### config.mk
export PLATFORM = sky130hd
export DESIGN_NAME = calc_op_sequencer
export DESIGN_NICKNAME = d
export VERILOG_FILES = /design/src/rtl/calc_op_sequencer.sv
export SDC_FILE = /design/constraint.sdc
export NUM_CORES = 1
export LEC_CHECK = 0
export ABC_AREA = 1
export CORE_ASPECT_RATIO = 0.5
export CORE_UTILIZATION = 47
export DETAILED_ROUTE_END_ITERATION = 10
export PLACE_DENSITY = 0.84
export SLEW_MARGIN = 0
export SYNTH_ARGS = -nofsm -noshare
export SYNTH_HDL_FRONTEND = slang
export SYNTH_SLANG_ARGS = --single-unit
### constraint.sdc
create_clock -name clk -period 2.75 [get_ports clk]
set_clock_uncertainty 0.05 [all_clocks]
set_input_delay 0.55 -clock clk [delete_from_list [all_inputs] [get_ports clk]]
set_output_delay 0.55 -clock clk [all_outputs]
set_load 0.01 [all_outputs]
### src/rtl/calc_op_sequencer.sv
// Operation sequencer for the calculator datapath: drives the complement stage,
// then the ALU, and offers the result or an error code to the display via valid/ready.
module calc_op_sequencer #(
   parameter int unsigned TIMEOUT_CYCLES = 16,
   parameter int unsigned CNT_W          = 5,
   parameter int unsigned RES_W          = 8
) (
   input  logic             clk,
   input  logic             rst,
   input  logic             req_valid,
   input  logic [11:0]      req_word,
   output logic             req_ready,
   output logic [11:0]      cmp_word,
   output logic             cmp_sel,
   input  logic             cmp_finish,
   output logic             alu_start,
   output logic [3:0]       alu_op,
   input  logic             alu_done,
   input  logic [RES_W-1:0] alu_result,
   output logic             res_valid,
   output logic [RES_W-1:0] res_data,
   input  logic             res_ready,
   output logic             err,
   output logic             busy
);

   typedef enum logic [2:0] {
      ST_IDLE,
      ST_CMP,
      ST_ALU_GO,
      ST_ALU_WAIT,
      ST_PRESENT,
      ST_ERR
   } state_t;

   localparam logic [CNT_W-1:0] CNT_LAST = CNT_W'(TIMEOUT_CYCLES - 1);

   state_t             state_q, state_d;
   logic [CNT_W-1:0]   cnt_q, cnt_d;
   logic [CNT_W-1:0]   cnt_inc;
   logic [11:0]        word_q, word_d;
   logic [RES_W-1:0]   data_q, data_d;

   always_ff @(posedge clk or posedge rst) begin
      if (rst) begin
         state_q <= ST_IDLE;
         cnt_q   <= '0;
         word_q  <= '0;
         data_q  <= '0;
      end else begin
         state_q <= state_d;
         cnt_q   <= cnt_d;
         word_q  <= word_d;
         data_q  <= data_d;
      end
   end

   always_comb begin
      state_d   = state_q;
      cnt_d     = cnt_q;
      word_d    = word_q;
      data_d    = data_q;
      req_ready = 1'b0;
      cmp_sel   = 1'b0;
      alu_start = 1'b0;
      res_valid = 1'b0;
      err       = 1'b0;
      busy      = 1'b1;
      // Watchdog counter saturates rather than wrapping.
      cnt_inc   = (cnt_q == '1) ? cnt_q : cnt_q + CNT_W'(1);

      case (state_q)
         ST_IDLE: begin
            req_ready = 1'b1;
            busy      = 1'b0;
            if (req_valid) begin
               word_d = req_word;
               cnt_d  = '0;
               if (req_word[3:2] != 2'b00) begin
                  state_d = ST_ERR;
                  data_d  = '0;
               end else begin
                  state_d = ST_CMP;
               end
            end
         end
         ST_CMP: begin
            cmp_sel = 1'b1;
            cnt_d   = cnt_inc;
            // First CMP cycle (cnt=0) may still see a stale finish; finish beats timeout.
            if ((cnt_q != '0) && cmp_finish) begin
               state_d = ST_ALU_GO;
            end else if (cnt_q >= CNT_LAST) begin
               state_d = ST_ERR;
               data_d  = '0;
            end
         end
         ST_ALU_GO: begin
            alu_start = 1'b1;
            cnt_d     = '0;
            state_d   = ST_ALU_WAIT;
         end
         ST_ALU_WAIT: begin
            cnt_d = cnt_inc;
            if (alu_done) begin
               data_d  = alu_result;
               state_d = ST_PRESENT;
            end else if (cnt_q >= CNT_LAST) begin
               data_d  = '0;
               state_d = ST_ERR;
            end
         end
         ST_PRESENT: begin
            res_valid = 1'b1;
            if (res_ready) state_d = ST_IDLE;
         end
         ST_ERR: begin
            res_valid = 1'b1;
            err       = 1'b1;
            if (res_ready) state_d = ST_IDLE;
         end
         default: begin
            state_d = ST_IDLE;
         end
      endcase
   end

   assign cmp_word = word_q;
   assign alu_op   = word_q[3:0];
   assign res_data = data_q;

endmodule

==> results.yml, run 1 <==
outcome:
  status: "finished clean"
power:
  power.internal_w: 0.00131
  power_density_mw_per_mm2: 957
  ir_drop_v: 0.000576
  p_sw_w: 0.000746
  p_seq_share_pct: 31.9
  p_sw_share_pct: 36.3
  p_clk_share_pct: 15.7
  total_leakage_power_nw: 1.07
  p_comb_share_pct: 52.4
yosys:
  yosysUniqueCellTypes: 24
  synth_top_cells_by_area: "dfrtp_1 (46%), nand2_1 (16%), mux2_4 (9.9%)"
  synth_edf_count: 0
  ys_ff_latch: 28
  synth-seq-area-share_pct: 46.4
  synthArstFlopShare_pct: 100
  synth_top_cell_area_share_pct: 46.4
  synthFlopType: "dfrtp_1"
  synth_nets: 206
  synth.avg_cell_area_sq_um: 8.58
  yosys.area.top_type: "dfrtp_1"
  ys_warn_count: 0
  netlist_instances: 176
  syn_area_sq_mm: 0.00151
placed_design:
  place_ws_ns: 0.799
  gp_congestion: 0.859
  port_buffers: 55
  placed_area_sq_mm: 0.00208
  dp.final_hpwl_mm: 2.63
  place_inst: 267
timing:
  setup_viol: 0
  setup_slack_ns: 0.489
  final.period_utilization_pct: 82.2
  rsz0062_at_grt: "false"
  max_freq_mhz: 442
  max_slew_margin_pct: 73.7
  final_hold_viol_count: 0
  min_period_ns: 2.26
  tns_ns: 0
  maxSlewViolCount: 0
  tightest_slew_ns: 0.393
final_layout:
  finalNetCount: 262
  drive_above_1_share_pct: 13.4
  postLayoutCellArea_sq_mm: 0.00215
  syn2layout_area_growth_pct: 42.3
  final_cell_mix: "nand2_1 (63), clkdlybuf4s50_1 (55), dfrtp_1 (28)"
  final_common_cell: "nand2_1"
  diodes: 0
  fillers: 247
  final_cells: 271
  utilization_pct: 70.9
flow_run:
  drv_cap: 0
clock_tree:
  cts_hold_buf: 0
  clk_latency_ns: 0.28
  tritoncts: "built"
  htreeDepth: 1
  cts_setup_buffers: 0
  ctsResizeCount: 0
  cts_root_buffer: "clkbuf_8"
  cts_sinks: 28
  cts_buffer_depth: 2
  clkTransAtPathRegs_ns: 0.09
  cts_buffers: 3
floorplan:
  num_rows: 14
  core_area_sq_mm: 0.00303
  chipWidth_um: 82.2
  die_y_um: 42.1
  initial_core_util_pct: 49.8
  design.die.area_sq_mm: 0.00346
  boundaryPins: 56
detailed_routing:
  routed_wl_mm: 3.36
  viasPerCell: 4.91
  dr.pass1.iters: 4
  drt-initial-drc-count: 53
  via_count: 1330
  wl_per_cell_um: 12.4
  antenna_left: 0
  drcViolationCount: 0
setup_path:
  crit_path_max_fanout: 5
  end_kind: "output pin"
  path_buf_inv: 2
  critPathArrivalTime_ns: 1.66
  r2r-end: "res_data[5]$_DFFE_PP0P_"
  criticalPathCategory: "register to output pin"
  reg2reg_setup_slack_ns: 0.88
  path_cells: "inv_2 > nand2_2 > nor2_1 > clkdlybuf4s50_1"
  ff2ff_path_depth: 11
  critPathLaunchType: "register"
  r2r_start: "cnt_q[1]$_DFFE_PP0P_"
  path_delay_family: "buffers and inverters"
  crit_required_ns: 2.15
  critical_path.slowest_cell: "clkdlybuf4s50_1"
  critical-path-max-stage-delay_ns: 0.56
global_route:
  grt_first_pass_wirelength_mm: 5.64
  antenna_found_initial: 0
  grt_pass1_vias: 1298
  track_usage_pct: 21.7
  grt_max_degree: 29
  grt_overflow: 0
hold_path:
  min_from: "res_data[6]$_DFFE_PP0P_"
  min_path_cells: 2
  whs_endpoint: "res_data[6]$_DFFE_PP0P_"
  holdCritPathClass: "register to register"
[cells in the mapped netlist (2+ instances only)]
cell / count
buf_4: 4
dfrtp_1: 28
ha_1: 4
inv_1: 14
inv_2: 5
mux2_2: 2
mux2_4: 10
nand2_1: 63
nand2_2: 4
nand3_1: 11
nor2_1: 11
nor2_2: 2
nor3_1: 2
o21ai_0: 3
o21ai_1: 4
[power by group through the flow]
| stage | Sequential, W | Combinational, W | Clock, W |
|---|---|---|---|
| 2_1_floorplan | 0.000690 | 0.000605 | 0 |
| 3_3_place_gp | 0.000651 | 0.00106 | 0 |
| 3_5_place_dp | 0.000666 | 0.00109 | 0 |
| 4_1_cts | 0.000658 | 0.00109 | 0.000327 |
| 5_1_grt | 0.000677 | 0.00118 | 0.000344 |
| 6_report | 0.000656 | 0.00108 | 0.000322 |
[worst register-to-register path, cell delays in order (launching register included)]
cell,delay [ns]
dfrtp_1,0.42
ha_1,0.19
nand2_1,0.07
nor2_1,0.17
ha_1,0.17
nor2_1,0.04
nand2_1,0.09
clkinv_1,0.24
nand3_1,0.15
nand2_1,0.06
nand2_1,0.06
nand2_1,0.05
[metrics by stage]
| step | hold WS [ns] | power (W) |
|---|---|---|
| 2_1_floorplan | 0.452 | 0.00129 |
| 3_3_place_gp | 0.433 | 0.00171 |
| 3_5_place_dp | 0.440 | 0.00175 |
| 4_1_cts | 0.462 | 0.00207 |
| 5_1_grt | 0.482 | 0.00220 |
| 6_report | 0.458 | 0.00206 |
[layout make-up]
type / count / area (sq um) / share of cell area (%)
Sequential cell: 28 / 701 / 32.6
Tap cell: 40 / 50.0 / 2.33
Clock buffer: 3 / 41.3 / 1.92
Inverter: 20 / 75.1 / 3.49
Multi-Input combinational cell: 123 / 693 / 32.3
Timing Repair Buffer: 56 / 558 / 26.0
Clock inverter: 1 / 30.0 / 1.40
[routing by layer]
metal  global-route usage (%)  share of wire [%]
met2                     40.0                 51
met4                     3.51               0.74
met5                        0                  0
met3                     5.65                6.0
met1                     25.7                 43
[worst max-delay path by stage]
stage | startpoint | end | slack, ns | cells after the start
4_1_cts | state_q[2]$_DFFE_PP0P_ | cmp_sel | 0.48 | 4
6_report | state_q[2]$_DFFE_PP0P_ | cmp_sel | 0.49 | 4
5_1_grt | state_q[2]$_DFFE_PP0P_ | cmp_sel | 0.40 | 4
3_5_place_dp | state_q[2]$_DFFE_PP0P_ | cmp_sel | 0.80 | 4
3_3_place_gp | state_q[2]$_DFFE_PP0P_ | cmp_sel | 0.86 | 4
2_1_floorplan | cnt_q[1]$_DFFE_PP0P_ | res_data[0]$_DFFE_PP0P_ | 1.20 | 11
[sequential cells by signal (all words and copies together) (netlist names)]
register / count
state_q: 3
cmp_word: 12
cnt_q: 5
res_data: 8
[logic make-up (layout without fill, tap and decap cells)]
group | Yosys count | count (layout) | share of synthesized area, %
mux | 12 | 12 | 11.4
buf+inv | 25 | 80 | 7.70
compound gates | 11 | 11 | 4.23
flops | 28 | 28 | 46.4
simple gates | 96 | 96 | 26.9
fa+ha+maj | 4 | 4 | 3.31
Power figures use the tool's default switching activity.
==> run 2: changes to the inputs <==
Settings changed: CORE_UTILIZATION 47 to 44, PLACE_DENSITY 0.84 to 0.8.
Clock period 2.75 ns to 2.15 ns, I/O delays scaled along.
==> run 2 against run 1 <==
Compared with the run above:
- the run now ends with design-rule violations left
- setup slack worse by 0.38 ns
- clock power up 26%
- via count up 1.7%
- first-iteration DRC count down 36%
- combinational power up 28%
- register-to-register slack worse by 0.62 ns
- utilization down 2.1 points
- critical path depth unchanged
- global-route usage down 1.2 points
- count of clock-buffer cells in the layout unchanged
- critical path type unchanged
- largest power group unchanged
==> results.yml, run 2 (same netlist as run 1, synthesis figures left out) <==
setup_path:
  crit_required_ns: 1.67
  crit_path_max_fanout: 7
  end_kind: "output pin"
  critPathLaunchType: "register"
  criticalPathCategory: "register to output pin"
  critPathArrivalTime_ns: 1.56
final_layout:
  syn2layout_area_growth_pct: 42.8
  largest_register_ffs: 12
  fillers: 264
  postLayoutCellArea_sq_mm: 0.00216
  final_common_cell: "nand2_1"
  drive_above_1_share_pct: 14.3
  diodes: 0
  final_cell_mix: "nand2_1 (63), clkdlybuf4s50_1 (53), dfrtp_1 (27)"
  finalNetCount: 262
hold_path:
  holdCritPathClass: "input port to asynchronous set/reset pin"
power:
  p_sw_share_pct: 36.3
  p_comb_share_pct: 52.4
  p_seq_share_pct: 32.1
  power.total_w: 0.00263
  p_clk_share_pct: 15.5
  ir_drop_v: 0.000551
  p_sw_w: 0.000952
  power_density_mw_per_mm2: 1220
  total_leakage_power_nw: 1.10
  power.internal_w: 0.00167
global_route:
  track_usage_pct: 20.6
  grt_overflow: 0
  antenna_found_initial: 0
  grt_max_degree: 29
  grt_first_pass_wirelength_mm: 5.90
  grt_pass1_vias: 1264
timing:
  maxSlewViolCount: 0
  final.period_utilization_pct: 95.0
  rsz0062_at_grt: "false"
  tightest_slew_ns: 0.383
  min_period_ns: 2.04
  max_freq_mhz: 489
  max_slew_margin_pct: 74.4
  tns_ns: 0
  final_hold_viol_count: 0
  setup_viol: 0
  setup_slack_ns: 0.107
clock_tree:
  clkTransAtPathRegs_ns: 0.09
  cts_sinks: 28
  cts_buffers: 3
  cts_root_buffer: "clkbuf_8"
  htreeDepth: 1
  cts_setup_buffers: 0
  tritoncts: "built"
  cts_buffer_depth: 2
  clk_latency_ns: 0.27
detailed_routing:
  dr.pass1.iters: 8
  via_count: 1353
  routed_wl_mm: 3.41
  wl_per_cell_um: 12.6
  antenna_left: 0
  drt-initial-drc-count: 34
  viasPerCell: 4.99
  drcViolationCount: 6
placed_design:
  place_ws_ns: 0.262
  gp_congestion: 0.866
  dp.final_hpwl_mm: 2.66
  port_buffers: 55
  placed_area_sq_mm: 0.00208
outcome:
  status: "finished with violations"
  violations: "design-rule violations"
floorplan:
  core_area_sq_mm: 0.00314
  initial_core_util_pct: 48.2
  num_rows: 14
  boundaryPins: 56
  design.die.area_sq_mm: 0.00368
  die_y_um: 43.4
  chipWidth_um: 84.9
flow_run:
  drv_cap: 0
-- run 2: final cells by class --
| class | instances | area, sq um | share of cell area [%] |
|---|---|---|---|
| sequential | 28 | 702 | 32.5 |
| multi-input combinational | 123 | 696 | 32.3 |
| timing repair buffer | 56 | 563 | 26.1 |
| inverter | 20 | 75.1 | 3.48 |
| tap | 40 | 50.0 | 2.32 |
| clock buffer | 3 | 41.3 | 1.91 |
| clock inverter | 1 | 30.0 | 1.39 |
-- run 2: path summary, 6_finish.rpt --
check,start,endpoint,slack [ns],cells after the start
worst max-delay path,state_q[1]$_DFFE_PP0P_,req_ready,0.11,4
worst min-delay path,rst,cmp_word[1]$_DFFE_PP0P_,0.46,3
worst max register to register,cnt_q[1]$_DFFE_PP0P_,res_data[7]$_DFFE_PP0P_,0.26,11
worst min register to register,res_data[5]$_DFFE_PP0P_,res_data[5]$_DFFE_PP0P_,0.46,2
max in group asynchronous,rst,state_q[2]$_DFFE_PP0P_,1.30,3
min in group clk,res_data[5]$_DFFE_PP0P_,res_data[5]$_DFFE_PP0P_,0.46,2
-- run 2: power groups by stage --
stage / clock, W / sequential, W / combinational, W
after floorplan: 0 / 0.000883 / 0.000773
after global placement: 0 / 0.000833 / 0.00136
after detailed placement: 0 / 0.000851 / 0.00138
after CTS: 0.000418 / 0.000840 / 0.00139
after global routing: 0.000448 / 0.000869 / 0.00150
final: 0.000406 / 0.000844 / 0.00138
-- run 2: metrics by stage --
stage | cells | util, % | hold slack [ns]
2_1_floorplan | 176 | - | 0.445
3_3_place_gp | 267 | 66.2 | 0.430
3_5_place_dp | 267 | 66.2 | 0.437
4_1_cts | 271 | 68.5 | 0.467
5_1_grt | 271 | 68.8 | 0.493
6_report | 271 | 68.8 | 0.460
-- run 2: critical path, cell delays in order, from the launching register on --
cell	delay (ns)
dfrtp_1	0.48
nor2_2	0.12
nand2_2	0.08
inv_2	0.08
clkdlybuf4s50_1	0.53
-- run 2: what timing repair did --
action	4_1_cts	5_1_grt
setup endpoints to repair	0	2
gates resized for setup	0	4
hold buffers	0	0
-- run 2: metal layers --
layer  part of all wire [%]  wire length (um)  up-vias  GRT usage, %
met1                     46              1560      638          27.3
met2                     47              1620       51          35.6
met5                      0                 0        -             0
met3                    6.5               221        2          4.76
met4                   0.47                16        0          4.07
li1                       -                 -      662             -
